==> src/rtl/pcie_tx_arbiter.sv <==
// -----------------------------------------------------------------------------
// pcie_tx_arbiter
//
// Shares the PCIe core transmit AXI-Stream interface between two TLP sources:
// requester 0 (completion engine) and requester 1 (DMA write engine).
// Ownership is granted per packet, and the data path is a combinational
// passthrough from the owning source to the core.
//
// Ports
//   user_clk, user_reset            clock; synchronous active-high reset
//   s0_t*  / s0_tready              requester 0 AXI-Stream slave
//   s1_t*  / s1_tready              requester 1 AXI-Stream slave
//   m_axis_tx_t* / m_axis_tx_tready AXI-Stream master to the core
//   tx_buf_av                       core transmit buffers available
//   grant                           one-hot owner (bit0 = port 0), 00 when idle
//   pkt_cnt0 / pkt_cnt1             completed packets per port (wrapping)
//
// state | meaning
// ------+---------------------------------------------------------------
// IDLE  | no owner; arbitrate between eligible requesters
// SEND0 | requester 0 owns the core interface until its tlast beat
// SEND1 | requester 1 owns the core interface until its tlast beat
// -----------------------------------------------------------------------------
module pcie_tx_arbiter #(
  parameter int DATA_W     = 64,
  parameter int MIN_BUF    = 2,
  parameter int FIXED_PRIO = 0
) (
  input  logic                  user_clk,
  input  logic                  user_reset,

  input  logic [DATA_W-1:0]     s0_tdata,
  input  logic [DATA_W/8-1:0]   s0_tkeep,
  input  logic                  s0_tlast,
  input  logic                  s0_tvalid,
  output logic                  s0_tready,

  input  logic [DATA_W-1:0]     s1_tdata,
  input  logic [DATA_W/8-1:0]   s1_tkeep,
  input  logic                  s1_tlast,
  input  logic                  s1_tvalid,
  output logic                  s1_tready,

  output logic [DATA_W-1:0]     m_axis_tx_tdata,
  output logic [DATA_W/8-1:0]   m_axis_tx_tkeep,
  output logic                  m_axis_tx_tlast,
  output logic                  m_axis_tx_tvalid,
  input  logic                  m_axis_tx_tready,

  input  logic [5:0]            tx_buf_av,
  output logic [1:0]            grant,
  output logic [15:0]           pkt_cnt0,
  output logic [15:0]           pkt_cnt1
);

  typedef enum logic [1:0] {
    IDLE  = 2'd0,
    SEND0 = 2'd1,
    SEND1 = 2'd2
  } state_t;

  localparam logic [5:0] C_MIN_BUF = 6'(MIN_BUF);

  state_t      r_state;
  state_t      w_next_state;
  logic        r_last_grant;   // 0: port 0 granted last, 1: port 1 granted last
  logic [15:0] r_pkt_cnt0;
  logic [15:0] r_pkt_cnt1;

  logic        w_buf_ok;
  logic        w_elig0;
  logic        w_elig1;
  logic        w_pick1;
  logic        w_done0;
  logic        w_done1;

  // Buffer credit only matters for the decision to start a packet; once a
  // packet is owned it runs to tlast whatever tx_buf_av does.
  assign w_buf_ok = (tx_buf_av >= C_MIN_BUF);
  assign w_elig0  = s0_tvalid & w_buf_ok;
  assign w_elig1  = s1_tvalid & w_buf_ok;

  // Port 1 wins when it is the only eligible port, or on a round-robin tie
  // where port 0 was granted last.
  always_comb begin
    w_pick1 = 1'b0;
    if (w_elig1 && !w_elig0) begin
      w_pick1 = 1'b1;
    end else if (w_elig0 && w_elig1 && (FIXED_PRIO == 0) && !r_last_grant) begin
      w_pick1 = 1'b1;
    end
  end

  always_comb begin
    w_next_state     = r_state;
    m_axis_tx_tdata  = '0;
    m_axis_tx_tkeep  = '0;
    m_axis_tx_tlast  = 1'b0;
    m_axis_tx_tvalid = 1'b0;
    s0_tready        = 1'b0;
    s1_tready        = 1'b0;
    w_done0          = 1'b0;
    w_done1          = 1'b0;
    case (r_state)
      IDLE: begin
        if (w_elig0 || w_elig1) begin
          w_next_state = w_pick1 ? SEND1 : SEND0;
        end
      end
      SEND0: begin
        m_axis_tx_tdata  = s0_tdata;
        m_axis_tx_tkeep  = s0_tkeep;
        m_axis_tx_tlast  = s0_tlast;
        m_axis_tx_tvalid = s0_tvalid;
        s0_tready        = m_axis_tx_tready;
        w_done0          = s0_tvalid & m_axis_tx_tready & s0_tlast;
        if (w_done0) begin
          w_next_state = IDLE;
        end
      end
      SEND1: begin
        m_axis_tx_tdata  = s1_tdata;
        m_axis_tx_tkeep  = s1_tkeep;
        m_axis_tx_tlast  = s1_tlast;
        m_axis_tx_tvalid = s1_tvalid;
        s1_tready        = m_axis_tx_tready;
        w_done1          = s1_tvalid & m_axis_tx_tready & s1_tlast;
        if (w_done1) begin
          w_next_state = IDLE;
        end
      end
      default: begin
        w_next_state = IDLE;
      end
    endcase
  end

  always_ff @(posedge user_clk) begin
    if (user_reset) begin
      r_state      <= IDLE;
      r_last_grant <= 1'b1;     // port 0 wins the first tie after reset
      r_pkt_cnt0   <= '0;
      r_pkt_cnt1   <= '0;
    end else begin
      r_state <= w_next_state;
      if (r_state == IDLE && w_next_state == SEND0) begin
        r_last_grant <= 1'b0;
      end else if (r_state == IDLE && w_next_state == SEND1) begin
        r_last_grant <= 1'b1;
      end
      if (w_done0) begin
        r_pkt_cnt0 <= r_pkt_cnt0 + 16'd1;
      end
      if (w_done1) begin
        r_pkt_cnt1 <= r_pkt_cnt1 + 16'd1;
      end
    end
  end

  assign grant    = {r_state == SEND1, r_state == SEND0};
  assign pkt_cnt0 = r_pkt_cnt0;
  assign pkt_cnt1 = r_pkt_cnt1;

endmodule

==> config.mk <==
export PLATFORM = sky130hd
export DESIGN_NAME = pcie_tx_arbiter
export DESIGN_NICKNAME = d
export VERILOG_FILES = /design/src/rtl/pcie_tx_arbiter.sv
export SDC_FILE = /design/constraint.sdc
export NUM_CORES = 1
export LEC_CHECK = 0
export ABC_AREA = 1
export CAP_MARGIN = 20
export CELL_PAD_IN_SITES_DETAIL_PLACEMENT = 0
export CELL_PAD_IN_SITES_GLOBAL_PLACEMENT = 1
export CORE_UTILIZATION = 18
export CTS_CLUSTER_SIZE = 20
export DETAILED_ROUTE_END_ITERATION = 7
export PLACE_DENSITY = 0.91
export REMOVE_ABC_BUFFERS = 1
export SLEW_MARGIN = 30
export SYNTH_ARGS = -nofsm -noshare
export SYNTH_HDL_FRONTEND = slang
export SYNTH_SLANG_ARGS = --single-unit
==> constraint.sdc <==
create_clock -name user_clk -period 2.2 [get_ports user_clk]
set_input_delay 0.44 -clock user_clk [delete_from_list [all_inputs] [get_ports user_clk]]
set_output_delay 0.44 -clock user_clk [all_outputs]
set_load 0.03 [all_outputs]
==> run_results.csv, run 1 <==
group,metric,value,unit
sta,finalHoldViolCount,0,
layout,fin_nets,960,
setup_path,crit_path_max_fanout,13,
setup_path,crit_type,"flop to output port",
global_route,grt_max_degree,27,
layout,fillers,1638,
routing,vias,4390,
synth,synth_edf_count,0,
cts,clk_latency,0.27,ns
cts,cts.sinks,35,
routing,met3WireLength,1.02,mm
setup_path,endpoint_kind,"output port",
synth,yosysWarnings,0,
global_route,grt_pass1_wl,21.9,mm
synth,async_reset_ff_frac,0,
layout,drive_gt1_frac,0.194,
synth,syn_area_per_cell,5.48,um^2
synth,synth_seq_cells,35,
synth,yosys.cell_types.count,25,
sta,fin_crit_sh,0.975,
pwr,ir_worst_vdd,0.289,mV
pwr,finalPower,2.94,mW
synth,synth_most_common_cell,"nand2_1",
cts,clk_pin_slew,0.05,ns
sta,skew,0.00282,ns
synth,synth_ff_type,"dfxtp_1",
die,chipHeight,128,um
pwr,p_per_area,470,nW/um^2
cts,clk_path_buf_depth,2,
sta,grt_setup_unrepaired,"yes",
cts,cts_tree,"built",
sta,relSlewSlack,0.597,
sta,report.final.slew_viol_count,0,
synth,netlist.area_leader.share,0.285,
routing,met1_length,5.81,mm
placement,io_buffers,265,
die,io_pins,267,
die,initial_core_util,0.186,
global_route,grt_pass1_vias,4064,
routing,drtIter0Drc,112,
layout,fin_cells,1015,
sta,finalSetupViolations,0,
die,fp.dieW,128,um
routing,wl_per_cell,14.7,um
setup_path,startpoint_type,"flop",
cts,cts_max_level,2,
global_route,antenna_found_initial,6,
synth,synthTopCellsByCount,"nand2_1 (216), a21oi_1 (99), inv_1 (40)",
sta,worst_pin_slew,0.604,ns
die,core,15300,um^2
synth,yosysSeqAreaShare,0.246,
global_route,grt.overflow.total,0,
routing,ant_nets,0,
synth,synth_area,2850,um^2
routing,via_per_inst,4.33,
sta,fmax,466,MHz
layout,syn2layout_area_growth,120,%
placement,dp_hpwl,11.5,mm
global_route,track_usage,0.172,
outcome,outcome,"completed",
routing,dr.pass1.iters,5,
routing,met2WireLength,7.49,mm
placement,placed_cells,994,
setup_path,required,1.76,ns
synth,synthTopCellsByArea,"nand2_1 (28%), dfxtp_1 (25%), a21oi_1 (17%)",
pwr,leakage,2.39,nW
routing,drc,0,
cts,root_buffer,"clkbuf_16",
placement,gp_congestion,0.904,
min_path,hold_class,"flop to flop",
synth,synth_area_leader_cell,"nand2_1",
flow_run,cap_violations,0,
cts,cts_inserted_buffers,5,
die,rows,45,
synth,syn_inst,519,
routing,wl,14.9,mm
setup_path,cp.arrival,1.71,ns
die,die_area,16300,um^2
sta,finalCriticalPeriod,2.15,ns
routing,top_layer,"met4",
==> flip-flops by register name (all words and copies together), names as in the netlist <==
register      cells
r_last_grant      1
r_state           2
pkt_cnt1         16
pkt_cnt0         16
==> layer usage <==
layer / track usage / vias to the layer above
met3: 0.0317 / 31
met4: 0.0803 / 0
li1: - / 2226
met1: 0.195 / 1950
met2: 0.309 / 183
met5: 0 / -
==> worst paths after layout <==
kind | start | to | slack, ns | depth (start not counted)
max | r_state[1] | m_axis_tx_tdata[43] | 0.05 | 7
min | r_last_grant | r_last_grant | 0.48 | 2
max reg2reg | r_state[1] | pkt_cnt0[7] | 0.36 | 12
min reg2reg | r_last_grant | r_last_grant | 0.48 | 2
==> critical path: stages (launching register included) <==
cell     delay (ns)
dfxtp_4        0.37
inv_2          0.07
ha_4           0.27
inv_4          0.07
buf_12         0.16
buf_12         0.15
a21oi_1        0.14
buf_4          0.19
==> through the flow <==
stage	hold WS (ns)	util	setup TNS (ns)	cell area [um^2]	worst slack [ns]
detailed placement	0.465	0.380	0	5820	0.0873
global placement	0.455	0.380	0	5820	0.0874
CTS	0.479	0.400	0	6130	0.0143
floorplan	0.442	-	-90.86	2750	-1.09
global route	0.521	0.408	-0.0161	6250	-0.00850
finish	0.480	0.408	0	6250	0.0550
==> cell families after synthesis <==
group,Yosys count,synth area share
compound gates,115,0.204
simple gates,290,0.418
xor+xnor,5,0.0154
fa+ha+maj,6,0.0264
flops,35,0.246
buf+inv,68,0.0897
==> layout make-up <==
| cell class | count | area, um^2 | area share |
|---|---|---|---|
| repair buffers | 298 | 2950 | 0.472 |
| multi-input cells | 416 | 2000 | 0.320 |
| clock buffers | 8 | 156 | 0.0250 |
| flip-flops and latches | 35 | 708 | 0.113 |
| diodes | 6 | 15.0 | 0.00240 |
| inverters | 41 | 156 | 0.0250 |
| well taps | 211 | 264 | 0.0422 |
==> cells in the final DEF (no fill, tap or decap) <==
| master | n |
|---|---|
| xor2_1 | 3 |
| a21oi_2 | 20 |
| clkbuf_1 | 1 |
| inv_2 | 3 |
| xnor2_1 | 2 |
| dfxtp_4 | 2 |
| ha_4 | 3 |
| ha_1 | 3 |
| bufbuf_16 | 3 |
| nand2_1 | 216 |
| a211oi_1 | 1 |
| nor2_2 | 2 |
| clkbuf_16 | 6 |
| diode_2 | 6 |
| nor2_4 | 2 |
| buf_12 | 12 |
| clkdlybuf4s50_1 | 187 |
| buf_4 | 94 |
| nor3_1 | 8 |
| nand3b_1 | 1 |
| nor2_1 | 31 |
| inv_4 | 1 |
| nor3_4 | 1 |
| or2_2 | 1 |
| inv_1 | 37 |
| clkbuf_8 | 2 |
| o21ai_0 | 14 |
| dfxtp_1 | 33 |
| nand2_2 | 1 |
| nand3_1 | 16 |
| nand4_1 | 9 |
| o21a_1 | 1 |
| buf_6 | 1 |
| nand3_2 | 1 |
| a21oi_1 | 79 |
| and3_1 | 1 |
==> power by group <==
group	switching (mW)	leakage [nW]	internal, mW	total (mW)
Clock	0.253	0.0772	0.482	0.735
Combinational	0.794	2.02	0.752	1.55
Sequential	0.0109	0.284	0.647	0.658
Total	1.06	2.39	1.88	2.94
==> repair_timing <==
action	CTS	global route
cloned	3	1
hold buffers	0	0
setup buffers	0	3
resized for setup	14	17
pin swaps	0	1
setup endpoints to repair	65	41
No activity file was read; power rests on OpenSTA's default activity.
==> run 2, diff against run 1 <==
--- a/config.mk
+++ b/config.mk
@@ -5,14 +5,13 @@
 export SDC_FILE = /design/constraint.sdc
 export NUM_CORES = 1
 export LEC_CHECK = 0
-export ABC_AREA = 1
 export CAP_MARGIN = 20
 export CELL_PAD_IN_SITES_DETAIL_PLACEMENT = 0
 export CELL_PAD_IN_SITES_GLOBAL_PLACEMENT = 1
-export CORE_UTILIZATION = 18
+export CORE_UTILIZATION = 20
 export CTS_CLUSTER_SIZE = 20
 export DETAILED_ROUTE_END_ITERATION = 7
-export PLACE_DENSITY = 0.91
+export PLACE_DENSITY = 0.93
 export REMOVE_ABC_BUFFERS = 1
 export SLEW_MARGIN = 30
 export SYNTH_ARGS = -nofsm -noshare
==> run_results.csv, run 2 <==
group,metric,value,unit
cts,clk_latency,0.28,ns
synth,async_reset_ff_frac,0,
layout,final_cell_mix,"clkdlybuf4s50_1 (187), buf_4 (80), nor2b_1 (75), a22oi_1 (71), nor2_1 (35)",
cts,root_buffer,"clkbuf_16",
placement,placed_cells,793,
synth,synthTopCellsByCount,"nor2b_1 (77), a22oi_1 (74), dfxtp_1 (35), nor2_1 (35), clkbuf_1 (23)",
routing,met2WireLength,6.74,mm
synth,synth_area_leader_cell,"dfxtp_1",
die,chipHeight,121,um
sta,finalWorstSetupSlack,0.0854,ns
min_path,hold_class,"flop to flop",
global_route,grt_pass1_wl,18.8,mm
layout,drive_gt1_frac,0.191,
cts,clk_pin_slew,0.06,ns
die,core,13800,um^2
layout,syn2layout_area_growth,108,%
synth,yosysSeqAreaShare,0.248,
placement,gp_congestion,0.833,
routing,top_layer,"met5",
sta,skew,0.00690,ns
synth,synth_ff_type,"dfxtp_1",
routing,wl,13.0,mm
setup_path,required,1.76,ns
die,fp.dieW,121,um
sta,finalHoldViolCount,0,
routing,ant_nets,0,
setup_path,r2r_slack,0.30,ns
outcome,outcome,"completed",
setup_path,crit_path_max_fanout,35,
flow_run,cap_violations,0,
setup_path,ff2ff_path_depth,8,
placement,io_buffers,265,
routing,met3WireLength,908,um
die,rows,43,
cts,clk_path_buf_depth,2,
synth,syn_area_per_cell,7.73,um^2
setup_path,cp.arrival,1.67,ns
die,die_area,14600,um^2
min_path,min_delay_path_depth,2,
synth,netlist.area_leader.share,0.248,
layout,stdcell_area,5890,um^2
routing,vias,3735,
sta,worst_pin_slew,0.417,ns
synth,synthTopCellsByArea,"dfxtp_1 (25%), a22oi_1 (20%), nor2b_1 (17%)",
synth,synth_edf_count,0,
synth,synth_most_common_cell,"nor2b_1",
cts,cts_max_level,2,
placement,placed_cell_area,5610,um^2
synth,syn_inst,366,
global_route,grt.overflow.total,0,
synth,synth_seq_cells,35,
sta,relSlewSlack,0.721,
min_path,min_from,"pkt_cnt0[8]",
sta,grt_setup_unrepaired,"no",
routing,dr.pass1.iters,4,
pwr,ir_worst_vdd,0.253,mV
global_route,grt_pass1_vias,3529,
sta,report.final.slew_viol_count,0,
routing,drc,0,
routing,drtIter0Drc,332,
layout,fin_cells,804,
pwr,p_per_area,535,nW/um^2
pwr,finalPower,3.15,mW
die,io_pins,267,
setup_path,r2r-start,"r_state[0]",
min_path,holdPathEnd,"pkt_cnt0[8]",
setup_path,r2r_end,"pkt_cnt1[13]",
layout,n_antenna_cell,0,
layout,mostFrequentLayoutCell,"clkdlybuf4s50_1",
global_route,grt_max_degree,47,
die,initial_core_util,0.205,
sta,fmax,473,MHz
routing,met1_length,5.24,mm
routing,wl_per_cell,16.2,um
cts,cts_inserted_buffers,5,
global_route,antenna_found_initial,3,
sta,finalSetupViolations,0,
sta,fin_crit_sh,0.961,
setup_path,endpoint_kind,"output port",
setup_path,startpoint_type,"flop",
synth,synth_area,2830,um^2
layout,fillers,1337,
cts,cts_tree,"built",
pwr,leakage,2.18,nW
placement,pre_cts_ws,0.0309,ns
synth,yosys.cell_types.count,34,
cts,ctsHoldBuffers,0,
routing,via_per_inst,4.65,
placement,dp_hpwl,9.94,mm
global_route,track_usage,0.163,
sta,finalCriticalPeriod,2.11,ns
setup_path,crit_type,"flop to output port",
layout,fin_nets,786,
cts,cts.sinks,35,
synth,yosysWarnings,0,
cts,post-cts-setup-buffer-count,0,
==> run 2: cell count changes in the layout (fill, tap and decap cells not counted), moves of 18 or more <==
| cell | change |
|---|---|
| inv_1 | -34 |
| xor2_1 | +18 |
| a21oi_1 | -74 |
| nor2b_1 | +75 |
| a22oi_1 | +71 |
| nand2_1 | -199 |
| a21oi_2 | -20 |
==> run 2: worst max-delay path by stage <==
| stage | start | endpoint | slack (ns) | cells after the start |
|---|---|---|---|---|
| floorplan | r_state[1] | pkt_cnt1[13] | -1.11 | 6 |
| detailed placement | m_axis_tx_tready | pkt_cnt0[11] | 0.03 | 6 |
| global placement | m_axis_tx_tready | pkt_cnt0[9] | 0.08 | 6 |
| CTS | r_state[1] | m_axis_tx_tdata[9] | -0.05 | 5 |
| finish | r_state[1] | m_axis_tx_tdata[16] | 0.09 | 7 |
| global route | r_state[0] | m_axis_tx_tdata[16] | 0.04 | 7 |
==> run 2: where the power goes <==
group	leakage, nW	internal, mW	switching [mW]
Sequential	0.284	0.651	0.0253
Combinational	1.82	0.900	0.898
Clock	0.0669	0.417	0.260
Total	2.18	1.97	1.18
==> run 2: timing repair <==
item / CTS / global route
resized for setup: 6 / 11
setup endpoints to repair: 75 / 61
cloned: 1 / 2
pin swaps: 0 / 3
==> run 2: area by class of cell <==
cell class / instances / area, um^2 / area share
Timing Repair Buffer: 281 / 2760 / 0.468
Sequential cell: 35 / 708 / 0.120
Tap cell: 180 / 225 / 0.0382
Inverter: 5 / 18.8 / 0.00319
Clock buffer: 6 / 129 / 0.0219
Multi-Input combinational cell: 295 / 2040 / 0.346
Clock inverter: 2 / 12.5 / 0.00212
==> run 2: per-layer routing <==
layer  vias up  global-route usage
met3        14              0.0432
li1       1815                   -
met4         6              0.0255
met5         -                   0
met1      1752               0.196
met2       148               0.293
==> run 2: cell families after synthesis <==
group,count (synthesis),share of synthesized area
flops,35,0.248
mux,2,0.00708
xor+xnor,27,0.0836
compound gates,90,0.233
buf+inv,36,0.0522
simple gates,170,0.350
fa+ha+maj,6,0.0265
==> run 2: metrics by stage <==
stage / hold slack (ns) / TNS (ns) / util
CTS: 0.513 / -1.56 / 0.419
detailed placement: 0.506 / 0 / 0.406
global placement: 0.476 / 0 / 0.406
floorplan: 0.502 / -111.47 / -
finish: 0.508 / 0 / 0.426
global route: 0.542 / 0 / 0.426
==> run 2: critical path: stages, from the launching register on <==
cell and delay [ns]:
dfxtp_4 0.37, inv_2 0.11, ha_4 0.22, buf_12 0.21
a22oi_1 0.09, nor2b_1 0.13, buf_4 0.14, buf_12 0.11
==> run 3, diff against run 2 <==
--- a/config.mk
+++ b/config.mk
@@ -8,12 +8,12 @@
 export CAP_MARGIN = 20
 export CELL_PAD_IN_SITES_DETAIL_PLACEMENT = 0
 export CELL_PAD_IN_SITES_GLOBAL_PLACEMENT = 1
-export CORE_UTILIZATION = 20
+export CORE_UTILIZATION = 21
 export CTS_CLUSTER_SIZE = 20
 export DETAILED_ROUTE_END_ITERATION = 7
-export PLACE_DENSITY = 0.93
+export PLACE_DENSITY = 0.95
 export REMOVE_ABC_BUFFERS = 1
-export SLEW_MARGIN = 30
+export SLEW_MARGIN = 0
 export SYNTH_ARGS = -nofsm -noshare
 export SYNTH_HDL_FRONTEND = slang
 export SYNTH_SLANG_ARGS = --single-unit
==> constraint.sdc (replaced) <==
create_clock -name user_clk -period 2.7 [get_ports user_clk]
set_input_delay 0.54 -clock user_clk [delete_from_list [all_inputs] [get_ports user_clk]]
set_output_delay 0.54 -clock user_clk [all_outputs]
set_load 0.03 [all_outputs]
==> run_results.csv, run 3 (same netlist as run 2, synthesis figures left out) <==
group,metric,value,unit
outcome,outcome,"completed",
die,core,13200,um^2
setup_path,r2r-start,"r_state[1]",
cts,clk_path_buf_depth,2,
cts,ctsHoldBuffers,0,
die,io_pins,267,
die,die_area,13900,um^2
die,fp.dieW,118,um
global_route,grt.overflow.total,0,
routing,ant_nets,0,
setup_path,path_cells,"ha_2, buf_6, a22oi_1, nor2b_1, buf_12",
die,chipHeight,118,um
routing,wl,12.1,mm
pwr,p_per_area,419,nW/um^2
placement,io_buffers,265,
sta,worst_pin_slew,0.518,ns
setup_path,endpoint_kind,"output port",
setup_path,ff2ff_path_depth,7,
layout,stdcell_area,5700,um^2
placement,dp_hpwl,9.93,mm
setup_path,cp-startpoint,"r_state[1]",
routing,wl_per_cell,15.1,um
die,rows,42,
die,initial_core_util,0.214,
setup_path,required,2.16,ns
cts,clk_pin_slew,0.06,ns
global_route,grt_pass1_vias,3705,
pwr,finalPower,2.39,mW
routing,drc,0,
setup_path,crit_type,"flop to output port",
routing,vias,3686,
setup_path,cp_slowest_stage_delay,0.46,ns
sta,fin_crit_sh,0.940,
pwr,leakage,2.11,nW
placement,placed_cell_area,5550,um^2
layout,mostFrequentLayoutCell,"clkdlybuf4s50_1",
sta,relSlewSlack,0.653,
sta,report.final.slew_viol_count,0,
cts,clk_latency,0.27,ns
min_path,hold_class,"flop to flop",
placement,placed_cells,790,
global_route,grt_pass1_wl,19.1,mm
cts,cts.sinks,35,
layout,final_cell_mix,"clkdlybuf4s50_1 (191), buf_4 (82), nor2b_1 (77), a22oi_1 (74)",
cts,root_buffer,"clkbuf_16",
setup_path,cpLargestDelayFamily,"flip-flops",
routing,via_per_inst,4.61,
sta,finalHoldViolCount,0,
layout,fin_cells,799,
layout,drive_gt1_frac,0.167,
sta,grt_setup_unrepaired,"no",
flow_run,cap_violations,0,
setup_path,r2r_end,"pkt_cnt1[13]",
cts,post-cts-setup-buffer-count,0,
cts,cts_inserted_buffers,5,
pwr,ir_worst_vdd,0.250,mV
routing,dr.pass1.iters,4,
global_route,track_usage,0.168,
setup_path,r2r_slack,0.55,ns
setup_path,crit_slowest_cell,"dfxtp_1",
layout,fin_nets,784,
setup_path,crit_path_max_fanout,29,
sta,fmax,394,MHz
cts,cts_tree,"built",
setup_path,cp.depth,5,
global_route,antenna_found_initial,0,
sta,skew,0.00389,ns
layout,fillers,1284,
cts,cts_resized,0,
setup_path,cp.arrival,2.00,ns
layout,fin_util,0.432,
global_route,grt_max_degree,75,
routing,drtIter0Drc,192,
placement,gp_congestion,0.863,
layout,syn2layout_area_growth,101,%
setup_path,cp-endpoint,"m_axis_tx_tdata[27]",
sta,finalSetupViolations,0,
setup_path,critPathBufInv,2,
setup_path,startpoint_type,"flop",
sta,finalCriticalPeriod,2.54,ns
cts,cts_max_level,2,
==> run 3: where the power goes <==
group          leakage, nW  internal, mW  total [mW]  switching [mW]
combinational         1.76         0.637        1.30           0.662
sequential           0.282         0.528       0.545          0.0172
clock               0.0669         0.340       0.545           0.205
total                 2.11          1.51        2.39           0.885
==> run 3: tightest hold or removal path, delay by kind of cell (launching register included) <==
kind                      cells  cell delay (ns)
and+or+nand+nor               1             0.07
DFF                           1             0.34
xor gates and xnor gates      1             0.07
==> run 3: layer usage <==
metal,vias up,global-route usage,wire length [um]
met3,19,0.0383,755
met5,-,0,0
li1,1817,-,-
met1,1694,0.196,4930
met4,0,0.0369,199
met2,156,0.310,6220
==> run 3: worst min-delay path by stage <==
stage                      start            to  slack [ns]  cells after the start
floorplan             r_state[0]    r_state[0]        0.50                      2
global route        pkt_cnt0[15]  pkt_cnt0[15]        0.55                      2
CTS                  pkt_cnt0[8]   pkt_cnt0[8]        0.52                      2
global placement     pkt_cnt0[8]   pkt_cnt0[8]        0.48                      2
detailed placement  pkt_cnt0[15]  pkt_cnt0[15]        0.51                      2
finish              pkt_cnt0[15]  pkt_cnt0[15]        0.51                      2
==> run 3: cell type report <==
cell class                 instances  area, um^2  share of cell area
multi-input combinational        295        1990               0.348
inverter                           5        18.8             0.00329
antenna                            1        2.50            0.000439
tap                              176         220              0.0386
clock inverter                     2        12.5             0.00220
clock buffer                       6         129              0.0226
timing repair buffer             279        2630               0.461
sequential                        35         701               0.123
==> run 3: through the flow <==
| stage | setup WS, ns | TNS, ns | hold slack [ns] |
|---|---|---|---|
| finish | 0.162 | 0 | 0.513 |
| floorplan | -0.661 | -63.11 | 0.502 |
| CTS | 0.0238 | 0 | 0.519 |
| detailed placement | 0.321 | 0 | 0.510 |
| global route | 0.0329 | 0 | 0.553 |
| global placement | 0.334 | 0 | 0.477 |
==> RTL change 1, RTL diff (settings of run 2) <==
The parameter `DATA_W` goes from 64 to 60.
--- a/src/rtl/pcie_tx_arbiter.sv
+++ b/src/rtl/pcie_tx_arbiter.sv
@@ -22,7 +22,7 @@
 // SEND1 | requester 1 owns the core interface until its tlast beat
 // -----------------------------------------------------------------------------
 module pcie_tx_arbiter #(
-  parameter int DATA_W     = 64,
+  parameter int DATA_W     = 60,
   parameter int MIN_BUF    = 2,
   parameter int FIXED_PRIO = 0
 ) (
Interface: changed (6 resized); port bits go from 267 to 252. No check against the original RTL was run, so the function may have changed too.
==> RTL change 1 against run 2 <==
Cell area shrank 3.8%. Synthesized area down 3.8%. Total power shrank 0.31%. Wire length decreased by 4.6%. Sequential cell count did not move. Register-to-register slack got worse by 0.10 ns. Non-clock buffer count shrank 16. Worst setup slack improved by 0.016 ns. Clock power grew 19%. Sequential power barely moved. Via count shrank 3.2%.
==> RTL change 1: results <==
{
  "clock_latency_ns": 0.28,
  "synthTopCellsByCount": "nor2b_1, a22oi_1, nor2_1",
  "h-tree-depth": 2,
  "drive_gt1_share_pct": 18.80,
  "ys.flop_type": "dfxtp_1",
  "drt_iter0_drc": 153,
  "critPathMaxFanout": 30,
  "crit_path_max_incr_delay_ns": 0.37,
  "power_leakage_nw": 2.044,
  "io_buffers": 250,
  "root_buffer": "clkbuf_16",
  "cpLargestDelayFamily": "buffers and inverters",
  "async_flop_share_pct": 0,
  "nets": 753,
  "dp_hpwl_um": 9322,
  "cts_max_path_buffers": 2,
  "wirelength_um": 12440,
  "outcome": "complete, no violations",
  "place.gp.congestion": 0.8460,
  "ys_types": 32,
  "finClkSkew_ns": 0.004157,
  "grt_usage_pct": 16.79,
  "vias_per_cell": 4.655,
  "grt_pass1_wl_um": 18820,
  "r2r_setup_slack_ns": 0.20,
  "ys_warn_count": 0,
  "tightest_slew_ns": 0.4596,
  "r2r-end": "pkt_cnt0[6]$_SDFFE_PP0P_",
  "grt_max_degree": 48,
  "worstSetupStartpoint": "r_state[0]$_SDFF_PP0_",
  "rr_worst_depth": 8,
  "antenna_found_initial": 4,
  "ys_seq_area_share_pct": 25.75,
  "fillers": 1263,
  "ir_drop_v": 0.0003074,
  "critPathCapture": "m_axis_tx_tlast",
  "r2r-start": "r_state[1]$_SDFF_PP0_",
  "worst_path_max_delay_cell": "dfxtp_4",
  "grt_pass1_vias": 3598,
  "diodes": 0,
  "synthTopCellsByArea": "dfxtp_1, a22oi_1, nor2b_1, xor2_1, nor2_1",
  "crit_arrival_ns": 1.66,
  "drt_first_pass_iters": 5,
  "clk_pin_slew_ns": 0.06,
  "numCtsBuffers": 5,
  "min_path_type": "flip-flop to flip-flop"
}
-- RTL change 1: cells by family after synthesis --
kind of cell    Yosys count  share of synthesized area [%]
compound gates           83                          22.48
xor+xnor                 28                          9.011
fa+ha+maj                 6                          2.759
buf+inv                  35                          5.058
flops                    35                          25.75
mux                       2                         0.7357
simple gates            167                          34.21
-- RTL change 1: cell type report --
class,count,area [um^2],share of cell area (%)
repair buffers,265,2606,46.00
multi-input cells,286,1936,34.17
flip-flops and latches,35,708.2,12.50
well taps,176,220.2,3.887
clock buffers,5,125.1,2.208
clock inverters,3,43.79,0.7730
inverters,7,26.28,0.4638
-- RTL change 1: power breakdown --
group | switching (mW) | internal, mW
registers | 0.0265 | 0.650
logic | 0.823 | 0.837
clock network | 0.271 | 0.534
total | 1.12 | 2.02
-- RTL change 1: metrics by stage --
| stage | power [mW] | setup slack (ns) | cells | hold WS [ns] | instance area (um^2) |
|---|---|---|---|---|---|
| after floorplan | 1.478 | -1.179 | 328 | 0.5015 | 2610 |
| after global placement | 2.153 | -0.001501 | 765 | 0.4970 | 5350 |
| after detailed placement | 2.190 | -0.04139 | 765 | 0.5121 | 5350 |
| after CTS | 3.123 | 0.001224 | 775 | 0.5305 | 5634 |
| after global routing | 3.293 | 0.01703 | 777 | 0.5590 | 5665 |
| final | 3.141 | 0.1017 | 777 | 0.5237 | 5665 |
-- RTL change 1: metal layers --
metal / vias to the layer above / track usage [%] / part of all wire (%)
met5: - / 0 / 0.43
met3: 16 / 5.068 / 6.8
li1: 1759 / - / -
met1: 1707 / 20.14 / 42
met4: 8 / 3.244 / 0.98
met2: 127 / 29.42 / 50
-- RTL change 1: worst min path at each step --
| stage | start | endpoint | slack (ns) | cells after the start |
|---|---|---|---|---|
| 3_5_place_dp | pkt_cnt1[15]$_SDFFE_PP0P_ | pkt_cnt1[15]$_SDFFE_PP0P_ | 0.51 | 2 |
| 6_report | pkt_cnt1[15]$_SDFFE_PP0P_ | pkt_cnt1[15]$_SDFFE_PP0P_ | 0.52 | 2 |
| 5_1_grt | pkt_cnt1[15]$_SDFFE_PP0P_ | pkt_cnt1[15]$_SDFFE_PP0P_ | 0.56 | 2 |
| 4_1_cts | pkt_cnt1[15]$_SDFFE_PP0P_ | pkt_cnt1[15]$_SDFFE_PP0P_ | 0.53 | 2 |
| 3_3_place_gp | pkt_cnt1[15]$_SDFFE_PP0P_ | pkt_cnt1[15]$_SDFFE_PP0P_ | 0.50 | 2 |
| 2_1_floorplan | r_state[0]$_SDFF_PP0_ | r_state[0]$_SDFF_PP0_ | 0.50 | 2 |
-- RTL change 1: what timing repair did --
item	in CTS	in global routing
pin swaps	0	1
gates resized for setup	13	6
endpoints found under the setup margin	68	63
buffers inserted	0	1
cloned	2	1
==> RTL change 2, RTL diff (flow settings as in run 2) <==
Made on the original files. Put one more register stage on the output `pkt_cnt1`, with the module's reset. The value now appears one clock later. The other outputs are not delayed to match.
--- a/src/rtl/pcie_tx_arbiter.sv
+++ b/src/rtl/pcie_tx_arbiter.sv
@@ -159,7 +159,13 @@
 
   assign grant    = {r_state == SEND1, r_state == SEND0};
   assign pkt_cnt0 = r_pkt_cnt0;
-  assign pkt_cnt1 = r_pkt_cnt1;
+  always_ff @(posedge user_clk) begin
+    if (user_reset) begin
+      pkt_cnt1 <= '0;
+    end else begin
+      pkt_cnt1 <= r_pkt_cnt1;
+    end
+  end
 
 endmodule
 
Behaviour: not the same (Yosys sat finds a counterexample within 4 cycles, from zero or initial values and one cycle with user_reset high).
==> RTL change 2 against run 2 <==
Sequential cell count increased by 16. Count of clock-buffer cells in the layout unchanged. Synthesized cell count grew 8.5%. Cell area increased by 10%. Die area rose by 15%. Critical path depth did not move. First-iteration DRC count is 36% lower. Final cell count increased by 9.7%. Worst setup slack got worse by 0.024 ns. Highest routed layer unchanged. Total power is 17% higher. Synthesized area grew 15%. Wire length is 0.58% lower.
==> RTL change 2: results <==
{
  "power_leakage_nw": 2.431,
  "finClkSkew_ns": 0.003077,
  "holdPathEnd": "pkt_cnt1[15]$_SDFF_PP0_",
  "synthXorXnorAreaFrac_pct": 7.510,
  "drive_gt1_share_pct": 20.93,
  "synthTopCellsByArea": "dfxtp_1, nor2b_1, a22oi_1, xor2_1, nor2_1",
  "p_seq_mw": 0.962,
  "drt-met1-wl_um": 5365,
  "power_frac_clock_pct": 23.8,
  "crit_arrival_ns": 1.70,
  "antenna_found_initial": 5,
  "worstSetupStartpoint": "r_state[0]$_SDFF_PP0_",
  "use_met1_pct": 18.10,
  "placed_area_um2": 6161,
  "r2r-end": "r_last_grant$_SDFFE_PP1P_",
  "ys_types": 29,
  "ir_drop_v": 0.0003335,
  "min_path_type": "flip-flop to flip-flop",
  "nets": 826,
  "hold_start": "r_pkt_cnt1[15]$_SDFFE_PP0P_",
  "critPathMaxFanout": 19,
  "critPathCapture": "m_axis_tx_tdata[38]",
  "post_drt_wl_per_cell_um": 14.69,
  "dp_hpwl_um": 10320,
  "outcome": "complete, no violations",
  "r2r_setup_slack_ns": 0.39,
  "grt_pass1_vias": 3718,
  "place.gp.congestion": 0.8062,
  "r2r-start": "r_state[1]$_SDFF_PP0_",
  "synth_fa_ha_area_share_pct": 2.299,
  "use_met3_pct": 4.223,
  "holdPathStages": 1,
  "synthTopCellsByCount": "nor2b_1, a22oi_1, dfxtp_1",
  "root_buffer": "clkbuf_16",
  "grt_pass1_wl_um": 19640,
  "grt_usage_pct": 14.86,
  "max_slew_margin_pct": 77.76,
  "finalHoldWorstSlack_ns": 0.4855,
  "layout.cells.non_filler": 882,
  "postSynthCellCount": 397,
  "pre_cts_slack_ns": 0.02256,
  "dr_wl_met3_um": 1062,
  "gr-usage-met2_pct": 26.20,
  "setup_ws_ns": 0.06105,
  "clk-power_mw": 0.876,
  "via_count": 3854,
  "placedCellCount": 868,
  "dr_wl_met2_um": 6336
}
==> RTL change 2: worst reg2reg max path, cell delays in order (launching register included) <==
cell,delay (ns)
dfxtp_4,0.39
inv_2,0.07
ha_4,0.20
buf_4,0.19
nor2b_1,0.14
a32o_1,0.24
a32o_1,0.22
o21ai_0,0.16
a32oi_1,0.07
==> RTL change 2: what timing repair did <==
action	CTS	global route
endpoints found under the hold margin	0	0
endpoints found under the setup margin	54	40
pin swaps	3	1
resized for setup	10	11
cloned	1	1
buffers inserted	1	1
==> RTL change 2: final cells by class <==
type | count | area [um^2]
fill | 1570 | 9393
timing repair buffer | 291 | 2823
clock inverter | 2 | 35.03
inverter | 6 | 22.52
antenna | 2 | 5.005
sequential | 51 | 1028
multi-input combinational | 308 | 2170
clock buffer | 6 | 138.9
tap | 216 | 270.3
